## src/rtl/mem_arbiter_if.sv

```systemverilog
// Memory request/response bundle shared by the cache-side ports and the main-memory port.
// The cache side and the arbiter's memory side use master; the arbiter's cache side and memory use slave.
interface mem_arbiter_if #(
  parameter int ADDR_BITS = 28,
  parameter int DATA_BITS = 128
);
  logic                   req_valid;
  logic                   req_ready;
  logic [ADDR_BITS-1:0]   req_addr;
  logic                   req_rw;
  logic                   data_valid;
  logic                   data_ready;
  logic [DATA_BITS-1:0]   data_bits;
  logic [DATA_BITS/8-1:0] data_mask;
  logic                   resp_valid;
  logic [DATA_BITS-1:0]   resp_data;

  modport master (
    output req_valid, req_addr, req_rw, data_valid, data_bits, data_mask,
    input  req_ready, data_ready, resp_valid, resp_data
  );

  modport slave (
    input  req_valid, req_addr, req_rw, data_valid, data_bits, data_mask,
    output req_ready, data_ready, resp_valid, resp_data
  );
endinterface

```

## src/rtl/mem_arbiter.sv

```systemverilog
// Round-robin arbiter between the IC and DC caches onto one memory port; holds the grant through a
// write's data beat and routes read responses back to their owner through an in-order ID FIFO.
module mem_arbiter #(
  parameter int ADDR_BITS       = 28,
  parameter int DATA_BITS       = 128,
  parameter int MAX_OUTSTANDING = 4
) (
  input  logic          clk,
  input  logic          reset,
  mem_arbiter_if.slave  ic_mem,
  mem_arbiter_if.slave  dc_mem,
  mem_arbiter_if.master mem,
  output logic          resp_err
);
  localparam int PTR_W = $clog2(MAX_OUTSTANDING);

  localparam logic [0:0] S_IDLE  = 1'b0;
  localparam logic [0:0] S_WDATA = 1'b1;
  localparam logic       PORT_IC = 1'b0;
  localparam logic       PORT_DC = 1'b1;

  logic [0:0]     state_q, state_d;
  logic           last_grant_q, last_grant_d;
  logic           owner_q, owner_d;
  logic [PTR_W-1:0] wr_ptr_q, rd_ptr_q;
  logic [PTR_W:0] count_q;
  logic           resp_err_q;
  logic           fifo_q [MAX_OUTSTANDING];

  logic fifo_full, fifo_empty;
  logic ic_elig, dc_elig, pref_port, pref_elig, alt_elig;
  logic grant_valid, grant_port, sel_rw, addr_hs;
  logic data_en, data_port, data_hs;
  logic push, pop, head;

  always_comb begin
    // Depth is a power of two, so the count MSB alone flags a full FIFO.
    fifo_full   = count_q[PTR_W];
    fifo_empty  = (count_q == '0);
    ic_elig     = ic_mem.req_valid & (ic_mem.req_rw | ~fifo_full);
    dc_elig     = dc_mem.req_valid & (dc_mem.req_rw | ~fifo_full);
    pref_port   = ~last_grant_q;
    pref_elig   = (pref_port == PORT_DC) ? dc_elig : ic_elig;
    alt_elig    = (pref_port == PORT_DC) ? ic_elig : dc_elig;
    grant_valid = ~reset & (state_q == S_IDLE) & (pref_elig | alt_elig);
    grant_port  = pref_elig ? pref_port : ~pref_port;
    sel_rw      = (grant_port == PORT_DC) ? dc_mem.req_rw : ic_mem.req_rw;
    addr_hs     = grant_valid & mem.req_ready;

    // The data channel opens only alongside a write address handshake or while parked in WDATA.
    data_port   = (state_q == S_WDATA) ? owner_q : grant_port;
    data_en     = ~reset & ((state_q == S_WDATA) | (addr_hs & sel_rw));
    data_hs     = mem.data_valid & mem.data_ready;

    push        = addr_hs & ~sel_rw;
    pop         = ~reset & mem.resp_valid & ~fifo_empty;
    head        = fifo_q[rd_ptr_q];

    state_d      = state_q;
    owner_d      = owner_q;
    last_grant_d = addr_hs ? grant_port : last_grant_q;
    case (state_q)
      S_IDLE: begin
        if (addr_hs & sel_rw & ~data_hs) begin
          state_d = S_WDATA;
          owner_d = grant_port;
        end
      end
      default: begin
        if (data_hs) state_d = S_IDLE;
      end
    endcase
  end

  assign mem.req_valid  = grant_valid;
  assign mem.req_addr   = (grant_port == PORT_DC) ? dc_mem.req_addr : ic_mem.req_addr;
  assign mem.req_rw     = sel_rw;
  assign mem.data_valid = data_en & ((data_port == PORT_DC) ? dc_mem.data_valid : ic_mem.data_valid);
  assign mem.data_bits  = (data_port == PORT_DC) ? dc_mem.data_bits : ic_mem.data_bits;
  assign mem.data_mask  = (data_port == PORT_DC) ? dc_mem.data_mask : ic_mem.data_mask;

  assign ic_mem.req_ready  = addr_hs & (grant_port == PORT_IC);
  assign dc_mem.req_ready  = addr_hs & (grant_port == PORT_DC);
  assign ic_mem.data_ready = data_en & (data_port == PORT_IC) & mem.data_ready;
  assign dc_mem.data_ready = data_en & (data_port == PORT_DC) & mem.data_ready;
  assign ic_mem.resp_valid = pop & (head == PORT_IC);
  assign dc_mem.resp_valid = pop & (head == PORT_DC);
  assign ic_mem.resp_data  = mem.resp_data;
  assign dc_mem.resp_data  = mem.resp_data;
  assign resp_err          = resp_err_q;

  always_ff @(posedge clk) begin
    if (reset) begin
      state_q      <= S_IDLE;
      last_grant_q <= PORT_DC;
      owner_q      <= PORT_IC;
      wr_ptr_q     <= '0;
      rd_ptr_q     <= '0;
      count_q      <= '0;
      resp_err_q   <= 1'b0;
    end else begin
      state_q      <= state_d;
      last_grant_q <= last_grant_d;
      owner_q      <= owner_d;
      if (push) wr_ptr_q <= wr_ptr_q + 1'b1;
      if (pop)  rd_ptr_q <= rd_ptr_q + 1'b1;
      case ({push, pop})
        2'b10:   count_q <= count_q + 1'b1;
        2'b01:   count_q <= count_q - 1'b1;
        default: count_q <= count_q;
      endcase
      if (mem.resp_valid & fifo_empty) resp_err_q <= 1'b1;
    end
  end

  // Owner storage carries no reset; validity is tracked by the pointers and count.
  always_ff @(posedge clk) begin
    if (push) fifo_q[wr_ptr_q] <= grant_port;
  end
endmodule

```

## src/flat_wrapper.sv

```systemverilog
// flat-port wrapper written by rule: the top's interface ports become plain ports
module mem_arbiter_flat 
#(
  parameter int ADDR_BITS       = 28,
  parameter int DATA_BITS       = 128,
  parameter int MAX_OUTSTANDING = 4
)
  (clk, reset, resp_err, ic_mem_req_valid, ic_mem_req_addr, ic_mem_req_rw, ic_mem_data_valid, ic_mem_data_bits, ic_mem_data_mask, ic_mem_req_ready, ic_mem_data_ready, ic_mem_resp_valid, ic_mem_resp_data, dc_mem_req_valid, dc_mem_req_addr, dc_mem_req_rw, dc_mem_data_valid, dc_mem_data_bits, dc_mem_data_mask, dc_mem_req_ready, dc_mem_data_ready, dc_mem_resp_valid, dc_mem_resp_data, mem_req_valid, mem_req_addr, mem_req_rw, mem_data_valid, mem_data_bits, mem_data_mask, mem_req_ready, mem_data_ready, mem_resp_valid, mem_resp_data);
  mem_arbiter_if #(.ADDR_BITS(ADDR_BITS), .DATA_BITS(DATA_BITS)) ic_mem_i ();
  mem_arbiter_if #(.ADDR_BITS(ADDR_BITS), .DATA_BITS(DATA_BITS)) dc_mem_i ();
  mem_arbiter_if #(.ADDR_BITS(ADDR_BITS), .DATA_BITS(DATA_BITS)) mem_i ();
  input  logic clk;
  input  logic reset;
  output logic resp_err;
  input wire logic [$bits(ic_mem_i.req_valid)-1:0] ic_mem_req_valid;
  input wire logic [$bits(ic_mem_i.req_addr)-1:0] ic_mem_req_addr;
  input wire logic [$bits(ic_mem_i.req_rw)-1:0] ic_mem_req_rw;
  input wire logic [$bits(ic_mem_i.data_valid)-1:0] ic_mem_data_valid;
  input wire logic [$bits(ic_mem_i.data_bits)-1:0] ic_mem_data_bits;
  input wire logic [$bits(ic_mem_i.data_mask)-1:0] ic_mem_data_mask;
  output wire logic [$bits(ic_mem_i.req_ready)-1:0] ic_mem_req_ready;
  output wire logic [$bits(ic_mem_i.data_ready)-1:0] ic_mem_data_ready;
  output wire logic [$bits(ic_mem_i.resp_valid)-1:0] ic_mem_resp_valid;
  output wire logic [$bits(ic_mem_i.resp_data)-1:0] ic_mem_resp_data;
  input wire logic [$bits(dc_mem_i.req_valid)-1:0] dc_mem_req_valid;
  input wire logic [$bits(dc_mem_i.req_addr)-1:0] dc_mem_req_addr;
  input wire logic [$bits(dc_mem_i.req_rw)-1:0] dc_mem_req_rw;
  input wire logic [$bits(dc_mem_i.data_valid)-1:0] dc_mem_data_valid;
  input wire logic [$bits(dc_mem_i.data_bits)-1:0] dc_mem_data_bits;
  input wire logic [$bits(dc_mem_i.data_mask)-1:0] dc_mem_data_mask;
  output wire logic [$bits(dc_mem_i.req_ready)-1:0] dc_mem_req_ready;
  output wire logic [$bits(dc_mem_i.data_ready)-1:0] dc_mem_data_ready;
  output wire logic [$bits(dc_mem_i.resp_valid)-1:0] dc_mem_resp_valid;
  output wire logic [$bits(dc_mem_i.resp_data)-1:0] dc_mem_resp_data;
  output wire logic [$bits(mem_i.req_valid)-1:0] mem_req_valid;
  output wire logic [$bits(mem_i.req_addr)-1:0] mem_req_addr;
  output wire logic [$bits(mem_i.req_rw)-1:0] mem_req_rw;
  output wire logic [$bits(mem_i.data_valid)-1:0] mem_data_valid;
  output wire logic [$bits(mem_i.data_bits)-1:0] mem_data_bits;
  output wire logic [$bits(mem_i.data_mask)-1:0] mem_data_mask;
  input wire logic [$bits(mem_i.req_ready)-1:0] mem_req_ready;
  input wire logic [$bits(mem_i.data_ready)-1:0] mem_data_ready;
  input wire logic [$bits(mem_i.resp_valid)-1:0] mem_resp_valid;
  input wire logic [$bits(mem_i.resp_data)-1:0] mem_resp_data;
  assign ic_mem_i.req_valid = ic_mem_req_valid;
  assign ic_mem_i.req_addr = ic_mem_req_addr;
  assign ic_mem_i.req_rw = ic_mem_req_rw;
  assign ic_mem_i.data_valid = ic_mem_data_valid;
  assign ic_mem_i.data_bits = ic_mem_data_bits;
  assign ic_mem_i.data_mask = ic_mem_data_mask;
  assign ic_mem_req_ready = ic_mem_i.req_ready;
  assign ic_mem_data_ready = ic_mem_i.data_ready;
  assign ic_mem_resp_valid = ic_mem_i.resp_valid;
  assign ic_mem_resp_data = ic_mem_i.resp_data;
  assign dc_mem_i.req_valid = dc_mem_req_valid;
  assign dc_mem_i.req_addr = dc_mem_req_addr;
  assign dc_mem_i.req_rw = dc_mem_req_rw;
  assign dc_mem_i.data_valid = dc_mem_data_valid;
  assign dc_mem_i.data_bits = dc_mem_data_bits;
  assign dc_mem_i.data_mask = dc_mem_data_mask;
  assign dc_mem_req_ready = dc_mem_i.req_ready;
  assign dc_mem_data_ready = dc_mem_i.data_ready;
  assign dc_mem_resp_valid = dc_mem_i.resp_valid;
  assign dc_mem_resp_data = dc_mem_i.resp_data;
  assign mem_req_valid = mem_i.req_valid;
  assign mem_req_addr = mem_i.req_addr;
  assign mem_req_rw = mem_i.req_rw;
  assign mem_data_valid = mem_i.data_valid;
  assign mem_data_bits = mem_i.data_bits;
  assign mem_data_mask = mem_i.data_mask;
  assign mem_i.req_ready = mem_req_ready;
  assign mem_i.data_ready = mem_data_ready;
  assign mem_i.resp_valid = mem_resp_valid;
  assign mem_i.resp_data = mem_resp_data;
  mem_arbiter #(.ADDR_BITS(ADDR_BITS), .DATA_BITS(DATA_BITS), .MAX_OUTSTANDING(MAX_OUTSTANDING)) u_core (.clk(clk), .reset(reset), .ic_mem(ic_mem_i), .dc_mem(dc_mem_i), .mem(mem_i), .resp_err(resp_err));
endmodule
```

## config.mk

```make
export PLATFORM = sky130hd
export DESIGN_NAME = mem_arbiter_flat
export DESIGN_NICKNAME = d
export VERILOG_FILES = /design/src/rtl/mem_arbiter_if.sv /design/src/rtl/mem_arbiter.sv /design/src/flat_wrapper.sv
export SDC_FILE = /design/constraint.sdc
export NUM_CORES = 1
export LEC_CHECK = 0
export ABC_AREA = 1
export BUFFER_PORTS_ARGS = -buffer_cell sky130_fd_sc_hd__buf_2
export CAP_MARGIN = 20
export CELL_PAD_IN_SITES_DETAIL_PLACEMENT = 0
export CELL_PAD_IN_SITES_GLOBAL_PLACEMENT = 1
export CORE_AREA = 5 5 358 360
export DETAILED_ROUTE_END_ITERATION = 12
export DIE_AREA = 0 0 363 365
export PLACE_DENSITY_LB_ADDON = 0.25
export SETUP_SLACK_MARGIN = 0.15
export SYNTH_ARGS = -nofsm -noshare
export SYNTH_HDL_FRONTEND = slang
export SYNTH_SLANG_ARGS = --single-unit
```

## constraint.sdc

```tcl
create_clock -name clk -period 2.7 [get_ports clk]
set_clock_uncertainty 0.05 [all_clocks]
set_input_delay 0.405 -clock clk [delete_from_list [all_inputs] [get_ports clk]]
set_output_delay 0.405 -clock clk [all_outputs]
set_load 0.02 [all_outputs]
```

==> reports/metrics.cfg, run 1 <==
[status]
status = finished clean

[drt]
vias_per_cell = 2.31
wirelength_um = 69600
drc = 0
vias = 6628
drtIter0Drc = 262
firstDrtPassIters = 5
wl_per_cell_um = 24.3
ant_nets = 0

[critical_path]
crit_fanout = 27
worstPathArrival_ps = 1970
required_ps = 2250
worstPathCellList = nand2_1, nand2_1, nand2_2, nand3_4, nand2_8, buf_12, buf_16, nand2_1, nand2_1, buf_2
worstSetupPathType = reg -> out
max_stage_delay_ps = 340
cp-start-kind = flop
crit_family = simple AND/OR/NAND/NOR gates
cpMaxStageDelayCell = dfxtp_2
cp_num_buf_inv = 3
crit_top_cell = nand2_1
endpoint_kind = primary output

[sta]
final-setup-viol-count = 0
slew_headroom_pct = 78.0
post-route-period-util_pct = 89.9
rsz0062_at_grt = true
finalHoldViolations = 0
min_period_ps = 2430
max_freq_mhz = 412
hold_slack_ps = 349
slew_viol_final = 0
worst_slew_pin_slew_ps = 327
tns_ps = 0

[clocking]
cts_max_level = 1
cts_made_buffers = 3
clkLatencyLatePin_ps = 250
path_clk_slew_ps = 50
root_buffer = clkbuf_16
cts_tree = done
cts_buffer_depth = 2
clkSinkCount = 17
postCtsHoldBufs = 0

[synth]
synth_compound_area_share_pct = 2.38
ys.warnings.count = 0
synth_seq_cells = 17
synth_top_family_by_area = buffers and inverters
netlist_area_um2 = 4980
synth_top_cell_by_area = nand2_1
synth-simple-area-share_pct = 43.6
syn-num-nets = 1427
yosysTopAreaCellShare_pct = 40.5
synth_mux_area_share_pct = 0
ys_seq_area_share_pct = 7.63
synth_cell_types = 24
synth_area_leaders = nand2_1, buf_4, dfxtp_1, buf_2, edfxtp_1
synth_cells = 938
synthXorXnorAreaFrac_pct = 0
syn_area_per_cell_um2 = 5.31
synth_fa_ha_area_share_pct = 1.66

[global_routing]
groute.usage.overall_pct = 9.73
grt_max_degree = 46
grt_first_pass_wirelength_um = 82900
grt_pass1_vias = 7021
antenna_found_initial = 13
grt-ovfl-total = 0

[cells_and_area]
multiInputGateArea_um2 = 2490
regArea_um2 = 382
n_fill_cell = 15000
drive_above_1_share_pct = 50.0
fin_util_pct = 7.01
design_area_um2 = 8750
nets = 1704
area_growth_pct = 75.5

[die]
rows = 130
die-area_um2 = 132000
pin_count = 921
die_w_um = 363
floorplan.initialDensity_pct = 4.00
fp.coreArea_um2 = 125000
die_h_um = 365

[place]
io_buffers = 536
gp_congestion = 0.786
hpwl_um = 63700
place_area_um2 = 8300

[power]
power_per_cell_area_nw_per_um2 = 376
ir_drop_uv = 263
leakage_uw = 0.00456
total_power_uw = 3290

[worst_hold_path]
min_path_type = in -> reg

[run]
maxCapViolCount = 0

worst reg2reg max path, cell delays in order, from the launching register on:
cell and delay (ps):
dfxtp_2 360, nand2_1 80, nand2_1 90, nand2_1 70, nand2_1 100, nor2_2 70, inv_2 70, nor2_2 50
inv_2 120, ha_1 160, inv_1 70, fa_1 380, a21oi_1 140, o21ai_0 110, o21ai_0 150, a21oi_1 50
area by class of cell:
cell class                      instances  area share, %
Inverter                               28           1.39
Timing Repair inverter                  1          0.100
Tap cell                             1650           23.6
Antenna cell                            2         0.0572
Timing Repair Buffer                  565           41.2
Clock buffer                            4          0.901
Sequential cell                        17           4.36
Multi-Input combinational cell        599           28.4
what timing repair did:
item / in CTS / in global routing
gates resized for setup: 41 / 27
gates cloned: 3 / 1
setup buffers: 3 / 1
setup endpoints to repair: 118 / 92
pin swaps: 2 / 1
layout by cell type (no fill, tap or decap), types with 5 or more instances in the layout:
cell     netlist  routed
nor2_1        14      14
nand3_1       10      10
o21ai_0        8       8
dfxtp_1       13      12
buf_4        256      16
buf_12         0      38
ha_1           5       5
buf_6          3       6
a21oi_1       13      12
inv_1         24      24
buf_2         29     496
nand2_2        2      23
nand2_1      538     512
kinds of logic (layout without fill, tap and decap cells):
kind of cell               Yosys count  count (layout)
other                                0               2
DFF                                 17              17
buffers and inverters              322             598
AOI/OAI and AO/OA                   23              23
adders and majority gates            6               6
and+or+nand+nor                    570             570
per-stage QoR:
step	std cells	worst slack [ps]
6_report	2866	273
5_1_grt	2864	126
4_1_cts	2862	145
3_5_place_dp	2852	-293
3_3_place_gp	2852	-360
2_1_floorplan	938	548
routing by layer:
metal / vias up / share of wire, % / track usage (%)
met3: 25 / 19 / 8.29
met1: 2812 / 36 / 10.3
met5: - / 0.13 / 0
li1: 3100 / - / -
met4: 14 / 0.27 / 0.356
met2: 677 / 45 / 15.7
power breakdown:
| group | internal (µW) | switching (µW) | leakage [µW] | total (µW) |
|---|---|---|---|---|
| Combinational | 935 | 1770 | 0.00438 | 2700 |
| Clock | 201 | 101 | 0.0000382 | 301 |
| Sequential | 276 | 10.8 | 0.000143 | 287 |
| Total | 1410 | 1880 | 0.00456 | 3290 |
synthesized netlist by cell type, drive strengths merged:
| cell | count |
|---|---|
| nand4 | 1 |
| dfxtp | 13 |
| fa | 1 |
| buf | 290 |
| clkbuf | 4 |
| a21oi | 13 |
| o21ai | 9 |
| nand2 | 540 |
| ha | 5 |
| nand3 | 11 |
| a32oi | 1 |
| or2 | 1 |
| nor3 | 1 |
| edfxtp | 4 |
| nor2 | 16 |
| inv | 28 |
worst paths after layout:
check | startpoint | endpoint | slack, ps | cells after the start
worst max-delay path | u_core.count_q[2]$_SDFFE_PP0P_ | mem_data_bits[20] | 270 | 10
worst min-delay path | mem_resp_valid | u_core.resp_err$_SDFFE_PP0P_ | 350 | 3
worst max register to register | u_core.count_q[2]$_SDFFE_PP0P_ | u_core.count_q[2]$_SDFFE_PP0P_ | 470 | 15
worst min register to register | u_core.resp_err$_SDFFE_PP0P_ | u_core.resp_err$_SDFFE_PP0P_ | 400 | 2
Note: power is estimated with default switching activity, not from simulation.
==> inputs of run 2 (changes only) <==
MAX_ROUTING_LAYER = met4   (was not set)
==> reports/metrics.cfg, run 2 (synthesis gave the netlist of run 1 again) <==
[die]
fp.coreArea_um2 = 125000
pin_count = 921
die-area_um2 = 132000
die_h_um = 365
floorplan.initialDensity_pct = 4.00
die_w_um = 363
rows = 130

[drt]
wl_per_cell_um = 24.2
firstDrtPassIters = 6
drc = 0
vias_per_cell = 2.31
drtIter0Drc = 287
vias = 6632
wirelength_um = 69500
ant_nets = 0

[global_routing]
grt-ovfl-total = 0
grt_pass1_vias = 7082
grt_first_pass_wirelength_um = 82700
grt_max_degree = 46
groute.usage.overall_pct = 10.0
antenna_found_initial = 13

[sta]
post-route-period-util_pct = 90.9
slew_viol_final = 0
worst_slew_pin_slew_ps = 328
max_freq_mhz = 408
slew_headroom_pct = 78.0
min_period_ps = 2450
hold_slack_ps = 349
final-setup-viol-count = 0
fin_ws_ps = 246
finalHoldViolations = 0
rsz0062_at_grt = true

[power]
leakage_uw = 0.00454
seqPwrFrac_pct = 8.8
swShare_pct = 57.3
ir_drop_uv = 265
p_switching_uw = 1880
p_clk_share_pct = 9.2
p_int_uw = 1400
power_per_cell_area_nw_per_um2 = 375
combPwrFrac_pct = 82.0

[clocking]
cts_max_level = 1
cts_buffer_depth = 2
postCtsHoldBufs = 0
path_clk_slew_ps = 50
root_buffer = clkbuf_16
cts_tree = done
clkLatencyLatePin_ps = 250
clkSinkCount = 17
cts_made_buffers = 3

[cells_and_area]
final_cell_mix = nand2_1, buf_2, buf_12
nets = 1702
stdcell_count = 2873
drive_above_1_share_pct = 49.6
area_growth_pct = 74.9
final_common_cell = nand2_1
n_fill_cell = 15000

[critical_path]
reg2reg_slack_ps = 480
crit_family = simple AND/OR/NAND/NOR gates
crit_top_cell = nand2_1
worstRegToRegCells = 15
cp_num_cells = 9
worstSetupPathType = reg -> out
worstPathCellList = nand2_1, nand3_1, nand3_4, nand2_8, buf_12, buf_16, nand2_1, nand2_1, buf_2
max_stage_delay_ps = 360
r2r_end = u_core.count_q[2]$_SDFFE_PP0P_
crit_fanout = 27
cp_num_buf_inv = 3
cp-start-kind = flop
endpoint_kind = primary output
required_ps = 2250
reg2reg_from = u_core.count_q[2]$_SDFFE_PP0P_
cpMaxStageDelayCell = dfxtp_2
worstPathArrival_ps = 2000

[place]
dp_slack_ps = -293
gp_congestion = 0.797
dp.cells = 2852
hpwl_um = 63700
io_buffers = 536

[worst_hold_path]
hp-start = mem_resp_valid
min_path_type = in -> reg
min_to = u_core.resp_err$_SDFFE_PP0P_
whs_path_depth = 3

[status]
status = finished clean

[run]
maxCapViolCount = 0

run 2: final cells by class:
cell class                      count  area [µm²]  area share, %
Tap cell                         1650        2060           23.7
Clock buffer                        4        78.8          0.904
Timing Repair inverter              1        8.76          0.100
Timing Repair Buffer              563        3560           40.9
Sequential cell                    17         382           4.38
Inverter                           28         121           1.39
Multi-Input combinational cell    599        2470           28.4
Antenna cell                       11        27.5          0.316
run 2: how the worst max path moves through the flow:
stage          slack, ps                             end                      startpoint
2_1_floorplan        550  u_core.count_q[2]$_SDFFE_PP0P_                   ic_mem_req_rw
3_3_place_gp        -360               mem_data_bits[51]                   dc_mem_req_rw
3_5_place_dp        -290               mem_data_bits[51]                   dc_mem_req_rw
4_1_cts              140              mem_data_bits[117]  u_core.count_q[2]$_SDFFE_PP0P_
5_1_grt              130               ic_mem_data_ready  u_core.count_q[2]$_SDFFE_PP0P_
6_report             250               mem_data_bits[21]  u_core.count_q[2]$_SDFFE_PP0P_
run 2: routing by layer:
metal | GRT usage (%) | part of all wire [%] | up-vias
met2 | 15.7 | 44 | 683
met5 | - | 0 | -
met3 | 8.00 | 19 | 11
met4 | 0.348 | 0.25 | 0
li1 | - | - | 3113
met1 | 10.5 | 37 | 2825
run 2: metrics by stage:
stage | power, µW | setup TNS, ps | util [%] | instance area [µm²]
2_1_floorplan | 1860 | 0 | - | 4980
3_3_place_gp | 3000 | -4380 | 6.65 | 8300
3_5_place_dp | 2970 | -2760 | 6.65 | 8300
4_1_cts | 3430 | 0 | 6.91 | 8620
5_1_grt | 3540 | 0 | 6.99 | 8710
6_report | 3270 | 0 | 6.99 | 8720
run 2: power by group through the flow:
stage	Combinational [µW]	Sequential, µW	Clock, µW
after floorplan	1570	293	0
after global placement	2700	293	0
after detailed placement	2680	292	0
after CTS	2830	287	314
after global routing	2930	289	326
final	2680	287	302
run 2: worst min-delay path, cell delays in order:
cell     delay [ps]
buf_2            90
nand3_1          70
nand2_1          50
run 2: what timing repair did:
action / in CTS / in global routing
setup endpoints to repair: 118 / 87
resized for setup: 41 / 25
setup buffers: 3 / 0
pin swaps: 2 / 1
cloned: 3 / 0
==> inputs of run 3 (changes only) <==
==> constraint.sdc (replaced) <==
create_clock -name clk -period 2.7 [get_ports clk]
set_clock_uncertainty 0.05 [all_clocks]
set_input_delay 0.675 -clock clk [delete_from_list [all_inputs] [get_ports clk]]
set_output_delay 0.675 -clock clk [all_outputs]
set_load 0.02 [all_outputs]
==> reports/metrics.cfg, run 3 (synthesis gave the netlist of run 1 again) <==
[status]
status = finished, violations left
violations = setup timing

[place]
place_area_um2 = 8710
io_buffers = 536
gp_congestion = 0.788
hpwl_um = 63100

[sta]
post-route-period-util_pct = 107
max_freq_mhz = 346
slew_viol_final = 0
rsz0062_at_grt = true
slew_headroom_pct = 78.1
min_period_ps = 2890
worst_slew_pin_slew_ps = 329
finalHoldViolations = 0
fin_ws_ps = -187
final-setup-viol-count = 144

[clocking]
path_clk_slew_ps = 50
cts_made_buffers = 3
cts_tree = done
cts_buffer_depth = 2
cts_max_level = 1
root_buffer = clkbuf_16
clkLatencyLatePin_ps = 250
clkSinkCount = 17
postCtsHoldBufs = 0

[drt]
drtIter0Drc = 269
ant_nets = 0
vias_per_cell = 2.42
firstDrtPassIters = 4
wl_per_cell_um = 24.5
drc = 0
vias = 7214
wirelength_um = 73000

[power]
total_power_uw = 4860
ir_drop_uv = 177
power_per_cell_area_nw_per_um2 = 374
leakage_uw = 0.00634

[die]
floorplan.initialDensity_pct = 4.00
die_w_um = 363
die-area_um2 = 132000
pin_count = 921
die_h_um = 365
rows = 130
fp.coreArea_um2 = 125000

[global_routing]
groute.usage.overall_pct = 10.5
grt-ovfl-total = 0
grt_first_pass_wirelength_um = 88100
grt_max_degree = 25
grt_pass1_vias = 7883
antenna_found_initial = 16

[cells_and_area]
final_common_cell = buf_2
drive_above_1_share_pct = 75.9
n_fill_cell = 14700
area_growth_pct = 161
design_area_um2 = 13000
final_cell_mix = buf_2, nand2_1, nand2_4
nets = 1811

[worst_hold_path]
min_path_type = reg -> reg

[critical_path]
worstPathArrival_ps = 2160
cp-start-kind = input port
crit_fanout = 6
worstSetupPathType = in -> out
endpoint_kind = primary output
reg2reg_slack_ps = 280
required_ps = 1980

[run]
maxCapViolCount = 0

-- run 3: cell type report --
cell class	count	area, µm²	share of cell area, %
timing repair buffer	672	6120	47.1
multi-input combinational	599	4150	31.9
tap	1650	2060	15.9
sequential	17	380	2.93
inverter	28	139	1.07
clock buffer	3	75.1	0.578
antenna	14	35.0	0.270
timing repair inverter	1	30.0	0.231
clock inverter	1	5.00	0.0385
-- run 3: metrics by stage --
step / worst slack [ps] / hold slack [ps] / std cells / TNS, ps / utilization [%]
global placement: -619 / 412 / 2890 / -55100 / 6.98
floorplan: 265 / 386 / 938 / 0 / -
global route: -274 / 429 / 2985 / -27270 / 10.4
detailed placement: -551 / 411 / 2890 / -41320 / 6.98
CTS: -230 / 422 / 2952 / -21230 / 9.43
finish: -187 / 412 / 2985 / -13520 / 10.4
-- run 3: routing by layer --
layer	GRT usage (%)	vias to the layer above	wire, µm
met5	-	-	0
met4	0.410	0	354
met3	7.63	24	12800
met2	17.1	682	34000
met1	10.9	3159	25900
li1	-	3349	-
-- run 3: worst paths after layout --
kind / from / end / cells after the start
max: ic_mem_req_rw / mem_data_bits[33] / 14
min: u_core.resp_err$_SDFFE_PP0P_ / u_core.resp_err$_SDFFE_PP0P_ / 2
max reg2reg: u_core.count_q[2]$_SDFFE_PP0P_ / u_core.count_q[1]$_SDFFE_PP0P_ / 15
min reg2reg: u_core.resp_err$_SDFFE_PP0P_ / u_core.resp_err$_SDFFE_PP0P_ / 2
-- run 3: where the power goes --
part	total [µW]	switching (µW)	leakage, µW	internal [µW]
Sequential	289	12.8	0.000142	276
Combinational	4270	2310	0.00616	1960
Clock	303	104	0.0000410	198
-- run 3: worst max-delay path: stages --
cell and delay [ps]:
buf_6 100, inv_2 50, nand2_4 50, nand3_4 80
nand3_4 110, nand2_8 160, buf_12 140, clkinv_16 70
buf_12 150, buf_12 140, buf_6 120, nand2_4 80
nand2_8 70, buf_6 140
-- run 3: repair_timing --
action,in CTS,in global routing
buffers inserted,38,14
endpoints found under the setup margin,172,175
resized for setup,621,250
pin swaps,60,49
cloned,20,5
